$ cat src/rtl/sample_buffer_ctrl_if.sv
// Sample buffer bus: ADC sample stream, drawer frame pulse,
// BRAM write port and ping-pong bank selects.
interface sample_buffer_ctrl_if #(
  parameter int SAMPLE_WIDTH = 12,
  parameter int ADD_SIZE     = 11
);
  logic signed [SAMPLE_WIDTH-1:0] ADC_OUT;
  logic                           ADC_valid;
  logic                           frame_done;
  logic                           wr_en;
  logic [ADD_SIZE-1:0]            wr_addr;
  logic [SAMPLE_WIDTH-1:0]        wr_data;
  logic                           wr_bank;
  logic                           rd_bank;
  logic                           swap;
  logic                           auto_trig;

  modport master (
    input  ADC_OUT, ADC_valid, frame_done,
    output wr_en, wr_addr, wr_data,
    output wr_bank, rd_bank, swap, auto_trig
  );

  modport slave (
    output ADC_OUT, ADC_valid, frame_done,
    input  wr_en, wr_addr, wr_data,
    input  wr_bank, rd_bank, swap, auto_trig
  );
endinterface

$ cat src/rtl/sample_buffer_ctrl.sv
// Triggered ping-pong capture of ADC samples into a BRAM frame.
// Ports: CLK104MHZ, RST (async high), bus (master: ADC in, BRAM/bank out).
module sample_buffer_ctrl #(
  parameter int SAMPLE_WIDTH = 12,
  parameter int ADD_SIZE     = 11,
  parameter int DEPTH        = 1280,
  parameter int TRIG_LEVEL   = 0,
  parameter int TRIG_EN      = 1,
  parameter int TIMEOUT      = 4096
) (
  input logic                   CLK104MHZ,
  input logic                   RST,
  sample_buffer_ctrl_if.master  bus
);

  localparam int TCW = $clog2(TIMEOUT + 1);
  localparam logic [ADD_SIZE-1:0] LAST =
    ADD_SIZE'(DEPTH - 1);
  localparam logic [TCW-1:0] TMAX = TCW'(TIMEOUT);
  localparam logic signed [SAMPLE_WIDTH-1:0] TL =
    SAMPLE_WIDTH'(TRIG_LEVEL);

  typedef enum logic [1:0] {
    ARM, WAIT_TRIG, CAPTURE, FULL
  } state_t;

  state_t                         state_q, state_d;
  logic [ADD_SIZE-1:0]            addr_q, addr_d;
  logic [TCW-1:0]                 tcnt_q, tcnt_d;
  logic signed [SAMPLE_WIDTH-1:0] prev_q, prev_d;
  logic                           pvld_q, pvld_d;
  logic                           rdb_q, rdb_d;
  logic                           swap_q, swap_d;
  logic                           auto_q, auto_d;
  logic                           wen_q, wen_d;
  logic [ADD_SIZE-1:0]            wadr_q, wadr_d;
  logic [SAMPLE_WIDTH-1:0]        wdat_q, wdat_d;

  logic signed [SAMPLE_WIDTH-1:0] cur;
  logic                           trig;
  logic                           tout;

  assign cur  = bus.ADC_OUT;
  assign trig = pvld_q && (prev_q < TL) && (cur >= TL);
  assign tout = tcnt_q >= TMAX;

  always_comb begin
    state_d = state_q;
    addr_d  = addr_q;
    tcnt_d  = tcnt_q;
    prev_d  = prev_q;
    pvld_d  = pvld_q;
    rdb_d   = rdb_q;
    swap_d  = 1'b0;
    auto_d  = auto_q;
    wen_d   = 1'b0;
    wadr_d  = wadr_q;
    wdat_d  = wdat_q;
    unique case (state_q)
      ARM: begin
        addr_d  = '0;
        tcnt_d  = '0;
        pvld_d  = 1'b0;
        state_d = (TRIG_EN != 0) ? WAIT_TRIG : CAPTURE;
      end
      WAIT_TRIG: begin
        if (bus.ADC_valid) begin
          if (trig || tout) begin
            // A real edge wins over a coincident timeout.
            wen_d   = 1'b1;
            wadr_d  = '0;
            wdat_d  = cur;
            auto_d  = !trig;
            addr_d  = ADD_SIZE'(1);
            state_d = (LAST == '0) ? FULL : CAPTURE;
          end else begin
            prev_d = cur;
            pvld_d = 1'b1;
            tcnt_d = tcnt_q + TCW'(1);
          end
        end
      end
      CAPTURE: begin
        if (bus.ADC_valid) begin
          wen_d  = 1'b1;
          wadr_d = addr_q;
          wdat_d = cur;
          if (addr_q == LAST) begin
            state_d = FULL;
          end else if (addr_q != '1) begin
            addr_d = addr_q + ADD_SIZE'(1);
          end
        end
      end
      FULL: begin
        if (bus.frame_done) begin
          rdb_d   = ~rdb_q;
          swap_d  = 1'b1;
          state_d = ARM;
        end
      end
      default: state_d = ARM;
    endcase
  end

  always_ff @(posedge CLK104MHZ or posedge RST) begin
    if (RST) begin
      state_q <= ARM;
      addr_q  <= '0;
      tcnt_q  <= '0;
      prev_q  <= '0;
      pvld_q  <= 1'b0;
      rdb_q   <= 1'b0;
      swap_q  <= 1'b0;
      auto_q  <= 1'b0;
      wen_q   <= 1'b0;
      wadr_q  <= '0;
      wdat_q  <= '0;
    end else begin
      state_q <= state_d;
      addr_q  <= addr_d;
      tcnt_q  <= tcnt_d;
      prev_q  <= prev_d;
      pvld_q  <= pvld_d;
      rdb_q   <= rdb_d;
      swap_q  <= swap_d;
      auto_q  <= auto_d;
      wen_q   <= wen_d;
      wadr_q  <= wadr_d;
      wdat_q  <= wdat_d;
    end
  end

  assign bus.wr_en     = wen_q;
  assign bus.wr_addr   = wadr_q;
  assign bus.wr_data   = wdat_q;
  assign bus.rd_bank   = rdb_q;
  assign bus.wr_bank   = ~rdb_q;
  assign bus.swap      = swap_q;
  assign bus.auto_trig = auto_q;

endmodule

$ cat src/flat_wrapper.sv
// flat-port wrapper written by rule: the top's interface ports become plain ports
module sample_buffer_ctrl_flat 
#(
  parameter int SAMPLE_WIDTH = 12,
  parameter int ADD_SIZE     = 11,
  parameter int DEPTH        = 1280,
  parameter int TRIG_LEVEL   = 0,
  parameter int TRIG_EN      = 1,
  parameter int TIMEOUT      = 4096
)
  (CLK104MHZ, RST, bus_ADC_OUT, bus_ADC_valid, bus_frame_done, bus_wr_en, bus_wr_addr, bus_wr_data, bus_wr_bank, bus_rd_bank, bus_swap, bus_auto_trig);
  sample_buffer_ctrl_if #(.SAMPLE_WIDTH(SAMPLE_WIDTH), .ADD_SIZE(ADD_SIZE)) bus_i ();
  input logic CLK104MHZ;
  input logic RST;
  input wire logic [$bits(bus_i.ADC_OUT)-1:0] bus_ADC_OUT;
  input wire logic [$bits(bus_i.ADC_valid)-1:0] bus_ADC_valid;
  input wire logic [$bits(bus_i.frame_done)-1:0] bus_frame_done;
  output wire logic [$bits(bus_i.wr_en)-1:0] bus_wr_en;
  output wire logic [$bits(bus_i.wr_addr)-1:0] bus_wr_addr;
  output wire logic [$bits(bus_i.wr_data)-1:0] bus_wr_data;
  output wire logic [$bits(bus_i.wr_bank)-1:0] bus_wr_bank;
  output wire logic [$bits(bus_i.rd_bank)-1:0] bus_rd_bank;
  output wire logic [$bits(bus_i.swap)-1:0] bus_swap;
  output wire logic [$bits(bus_i.auto_trig)-1:0] bus_auto_trig;
  assign bus_i.ADC_OUT = bus_ADC_OUT;
  assign bus_i.ADC_valid = bus_ADC_valid;
  assign bus_i.frame_done = bus_frame_done;
  assign bus_wr_en = bus_i.wr_en;
  assign bus_wr_addr = bus_i.wr_addr;
  assign bus_wr_data = bus_i.wr_data;
  assign bus_wr_bank = bus_i.wr_bank;
  assign bus_rd_bank = bus_i.rd_bank;
  assign bus_swap = bus_i.swap;
  assign bus_auto_trig = bus_i.auto_trig;
  sample_buffer_ctrl #(.SAMPLE_WIDTH(SAMPLE_WIDTH), .ADD_SIZE(ADD_SIZE), .DEPTH(DEPTH), .TRIG_LEVEL(TRIG_LEVEL), .TRIG_EN(TRIG_EN), .TIMEOUT(TIMEOUT)) u_core (.CLK104MHZ(CLK104MHZ), .RST(RST), .bus(bus_i));
endmodule
$ cat config.mk
export PLATFORM = sky130hd
export DESIGN_NAME = sample_buffer_ctrl_flat
export DESIGN_NICKNAME = d
export VERILOG_FILES = /design/src/rtl/sample_buffer_ctrl_if.sv /design/src/rtl/sample_buffer_ctrl.sv /design/src/flat_wrapper.sv
export SDC_FILE = /design/constraint.sdc
export NUM_CORES = 1
export LEC_CHECK = 0
export CAP_MARGIN = 30
export CORE_MARGIN = 2
export CORE_UTILIZATION = 40
export DETAILED_ROUTE_END_ITERATION = 10
export HOLD_SLACK_MARGIN = 0.02
export SKIP_LAST_GASP = 1
export SYNTH_ARGS = -nofsm -noshare
export SYNTH_HDL_FRONTEND = slang
export SYNTH_SLANG_ARGS = --single-unit
$ cat constraint.sdc
create_clock -name CLK104MHZ -period 4.45 [get_ports CLK104MHZ]
set_input_delay 1.1125 -clock CLK104MHZ [delete_from_list [all_inputs] [get_ports CLK104MHZ]]
set_output_delay 1.1125 -clock CLK104MHZ [all_outputs]
set_load 0.02 [all_outputs]
* Yosys cells after proc, flatten, opt, wreduce, memory -nomap -nowiden
Index checks and enable logic that the tools add are counted.
Storage, ports and cells: register bits 66, bits of input ports 16, word-level logic and storage cells 78
Cells by class: add/sub/neg operators 2, magnitude comparators 3, equal/unequal tests 13, multiplexer cells 32, bitwise gates (word level) 2, reductions and logical operators 15
Operators with widths (number):
- 11-bit 2-to-1 mux | 8
- 12-bit 2-to-1 mux | 3
- 11-bit case mux with 3 select lines | 1
- 13-bit 2-to-1 mux | 2
- 13-bit case mux with 2 select lines | 1
- 12-bit case mux with 2 select lines | 1
- 11-bit case mux with 2 select lines | 1
- 13-bit by 1-bit adder with 13-bit output, second input constant | 1
- 13-bit greater-or-equal comparator, second input constant | 1
- 12-bit by 1-bit greater-or-equal comparator with 1-bit output, second input constant | 1
- 12-bit by 1-bit less-than comparator with 1-bit output, second input constant | 1
- 11-bit by 1-bit adder with 11-bit output, second input constant | 1
- 11-bit == test, second input constant | 1
- 11-bit != test, second input constant | 1
- 2-bit 2-to-1 mux | 5
- 2-bit != test, second input constant | 5
- 3-bit AND reduction | 3
- 2-bit case mux with 4 select lines | 1
- 1-bit 2-to-1 mux | 7
- 2-bit by 1-bit != test with 1-bit output, second input constant | 3
- 6-bit AND reduction | 1
- 5-bit AND reduction | 1
- 2-bit == test, second input constant | 2
- 1-bit case mux with 2 select lines | 2
- other kinds (10) | 13

* Longest topological paths before layout
word-level depth 7, mapped depth 8, depth with buffers taken out 6

* Least setup slack after synthesis
No wires, ideal clock.
kind input-to-reg, start point in bus_ADC_OUT[11], end point reg u_core.wdat_q[11], in the netlist u_core.bus.wr_data[11], library setup time 125 ps, arrival 2369 ps, slack 1957 ps, stages on the path 6, path buffers 2, cell sequence and3b_1 -> buf_2 -> or2_2 -> nand3b_2 -> buf_4 -> mux2_2
On the way: word-level cells in the longest chain between the ends 5, elaborated cells between the ends (all ways) 9, classes of those cells 1 x order compare; 1 x eq/ne; 4 x mux; 3 x reduce/logical
Ends and longest elaborated chain:
- start, declared | line flat_wrapper.sv:15 | input wire logic [$bits(bus_i.ADC_OUT)-1:0] bus_ADC_OUT;
- 12-bit by 1-bit greater-or-equal comparator with 1-bit output | line sample_buffer_ctrl.sv:44 | assign trig = pvld_q && (prev_q < TL) && (cur >= TL);
- 1-bit logical AND | line sample_buffer_ctrl.sv:44
- 1-bit logical OR | line sample_buffer_ctrl.sv:68 | if (trig || tout) begin
- 2-bit by 1-bit != test with 1-bit output (no line)
- 4-bit AND reduction (no line)
- end signal, assigned | line sample_buffer_ctrl.sv:130 | wdat_q <= wdat_d;
- end, declared | line sample_buffer_ctrl.sv:37 | logic [SAMPLE_WIDTH-1:0] wdat_q, wdat_d;
Parallel ways exist; a longest one is shown, timed or not. The select of a mux whose other input is x is not followed. A chain may end at the register's enable or synchronous reset.

* Worst setup path after layout
start point in bus_ADC_OUT[11], end point reg u_core.wdat_q[3], in the netlist u_core.bus.wr_data[3]
On the way: word-level cells in the longest chain between the ends 5
Ends and longest elaborated chain (line):
- 12-bit by 1-bit greater-or-equal comparator with 1-bit output | sample_buffer_ctrl.sv:44
- 1-bit logical AND | sample_buffer_ctrl.sv:44
- 1-bit logical OR | sample_buffer_ctrl.sv:68
- 2-bit by 1-bit != test with 1-bit output (no line)
- 4-bit AND reduction (no line)
Every way passes these cells.

==> results by group <==
Power
  – Power per standard cell area: roughly 550 mW/mm²
  – Leak: ~1.4 nW
  – Overall power: around 1.8 mW
  – IR drop worst, VDD: slightly above 0.3 mV

Yosys
  – Post-Syn Instances: about 240
  – Commonest cells post-synth: dfrtp_1 (55), nand2_1 (28), mux2_2 (15)
  – Mapped Area: ~0.0027 mm²
  – Syn nets: 262
  – EDFF count, synth: 0
  – Seq/Total Area, Yosys: between 50% and 60%
  – Most used DFF post-synth: dfrtp_1
  – Synth area leaders: dfrtp_1 (52%), mux2_2 (6.4%), nand2_1 (4.0%), mux2i_1 (3.8%), a22o_1 (3.6%)
  – Area share of the largest cell type after synthesis: approximately 52%
  – Synth area leader: dfrtp_1
  – Post-synthesis area per instance: around 11 µm²
  – Synth cell types: 47
  – #FFs+latches synth: 55
  – YS warnings: 0
  – Top-count cell post-synth: dfrtp_1
  – Synth async-reset ratio: 100%

Clock tree
  – Reg clk slew, reported paths: 100 ps
  – Post-CTS setup buffers: 0
  – Htree depth: 2
  – Sink Count: between 50 and 60
  – CTS Buf Count: 5
  – Hold Buf Count CTS: 0
  – Clock Latency Late Sink: 310 ps
  – # resized after CTS: 0
  – Root buffer cell: clkbuf_8
  – CTS tree: built
  – CTS max path bufs: 2

STA
  – Hold WS: approximately 470 ps
  – Unrepaired setup endpoints after global routing: false
  – Fin crit period: about 3000 ps
  – Setup_tns: 0 ps
  – Hold Fails Final Rpt: 0
  – Maximum clock frequency: roughly 340 MHz
  – Slew margin rel.: roughly 52%
  – Slew Limit Fails: 0
  – Setup WS post-layout: 1520 ps
  – Crit share post-route: around 66%
  – Worst slew pin tran: between 700 and 800 ps
  – Worst Clk Skew: slightly below 10 ps
  – Finish-stage setup viols: 0

Floorplan
  – Initial core utilization: 41.6%
  – Die height: approximately 85 µm
  – Row cnt: 29
  – Area of the die: 0.00731 mm²
  – Io pins: 44
  – Core box area: ~0.0064 mm²
  – Die Width: between 80 and 90 µm

Worst setup path
  – Critical-path maximum fanout: 23
  – CP arrival: between 3000 and 4000 ps
  – Worst-case reg-to-reg path depth: 6
  – Reg-to-reg endpoint: u_core.bus.wr_data[3]
  – Setup slack, reg-to-reg: 2180 ps
  – Reg2reg start: u_core.state_q[1]
  – Critical path class: primary input to flop
  – Crit end category: flop
  – Critical Path Start: bus_ADC_OUT[11]
  – Critical path required time: between 4000 and 5000 ps
  – CP Launch Type: primary input

Global routing
  – Initial antenna violation count: 0
  – GR Util All Layers: 15.4%
  – Gr ovfl total: 0
  – Vias in the first global route: ~1800
  – Pin count of the biggest net entering global routing: 36
  – First-pass GRT wire length: slightly below 9000 µm

Placement
  – Dpl hpwl: ~3700 µm
  – Placed Cells: between 300 and 400
  – IO buf count: 43
  – Post-Place Worst Slack: between 1000 and 1500 ps
  – Placer Congestion: ~0.82

Finish
  – Share of post-route cells with drive strength above 1: between 10% and 20%
  – Area grow syn2layout: 21.3%
  – Ant diodes: 0
  – Nets: around 300
  – Finished Layout Cells: approximately 360

Worst hold path
  – Worst hold endpoint: u_core.tcnt_q[9]
  – Hold crit path type: flop to flop
  – Worst hold stages: 1
  – Hold_sp: u_core.tcnt_q[9]

Route
  – DRT Pass-1 Iters: 4
  – Vias: 1970
  – DR WL/cell: 15.1 µm
  – Final ANT Viol Nets: 0
  – Vias per cell: ~5.5
  – DRC viols: 0
  – WL final: 5360 µm
  – DRT iter0 DRCs: approximately 130

Run status
  – Status: completed

Job
  – Max Cap Violations: 0
-- power breakdown --
group          total [mW]  switching (mW)  internal, mW
Clock               0.266           0.156         0.110
Sequential          0.688          0.0729         0.615
Combinational       0.818           0.447         0.370
-- cell families (layout without fill, tap and decap cells) --
| kind of cell | count (synthesis) | in the layout | synth area share, % |
|---|---|---|---|
| AND/OR/NAND/NOR | 76 | 76 | 15.1 |
| flip-flops | 55 | 55 | 51.8 |
| AO/OA/AOI/OAI | 52 | 52 | 14.9 |
| multiplexers | 26 | 26 | 10.6 |
| buffers and inverters | 20 | 60 | 3.35 |
| adder cells (fa/ha/maj) | 7 | 7 | 3.30 |
| XOR/XNOR | 3 | 3 | 0.990 |
-- placed cells by master (no fill, tap or decap), drive strengths merged, types with 2 or more instances in the layout --
cell,count
dfrtp,55
clkdlybuf4s50,43
nand2,28
mux2,16
o21ai,11
a22o,11
mux2i,10
nand3,9
nor2,8
o31ai,8
ha,7
inv,7
and2,6
clkbuf,6
a21oi,5
nand4,4
and3,4
nand2b,4
xnor2,3
nor3,2
and4,2
a31oi,2
a41oi,2
buf,2
nor4,2
or3,2
o41ai,2
-- registers in the layout, summed over array words and instances (netlist names), 2 cells and up --
name	count
u_core.bus.wr_data	12
u_core.tcnt_q	13
u_core.state_q	2
u_core.addr_q	11
u_core.bus.wr_addr	11
-- critical path, stage by stage --
cell             delay, ps
clkdlybuf4s50_1        490
and3b_1                280
or2_2                  370
nand3b_2               470
mux2_2                 400
-- layout make-up --
cell class              instances  area (µm²)
multi-input cells             164        1190
inverters                       7        26.3
clock buffers                   6        72.6
repair buffers                 45         445
well taps                      77        96.3
fillers                       580        3170
clock inverters                 2        12.5
flip-flops and latches         55        1380
-- metal layers --
layer	up-vias	wire length (µm)	track usage, %
li1	952	-	-
met1	964	2660	22.3
met2	49	2370	22.9
met3	5	278	3.21
met4	0	54	5.19
met5	-	0	0
-- through the flow --
stage	util [%]	instance area, µm²
2_1_floorplan	-	2660
3_3_place_gp	49.1	3130
3_5_place_dp	49.1	3130
4_1_cts	50.4	3220
5_1_grt	50.4	3220
6_report	50.4	3220
-- how the worst max path moves through the flow --
stage	end	slack, ps	cells past startpoint
finish	u_core.bus.wr_data[3]	1520	5
global placement	u_core.bus.wr_data[11]	1240	5
global route	u_core.bus.wr_data[0]	1420	5
floorplan	u_core.bus.wr_data[11]	1960	6
CTS	u_core.bus.wr_data[3]	1530	5
detailed placement	u_core.bus.wr_data[3]	1200	5
No activity file was read; power rests on OpenSTA's default activity.
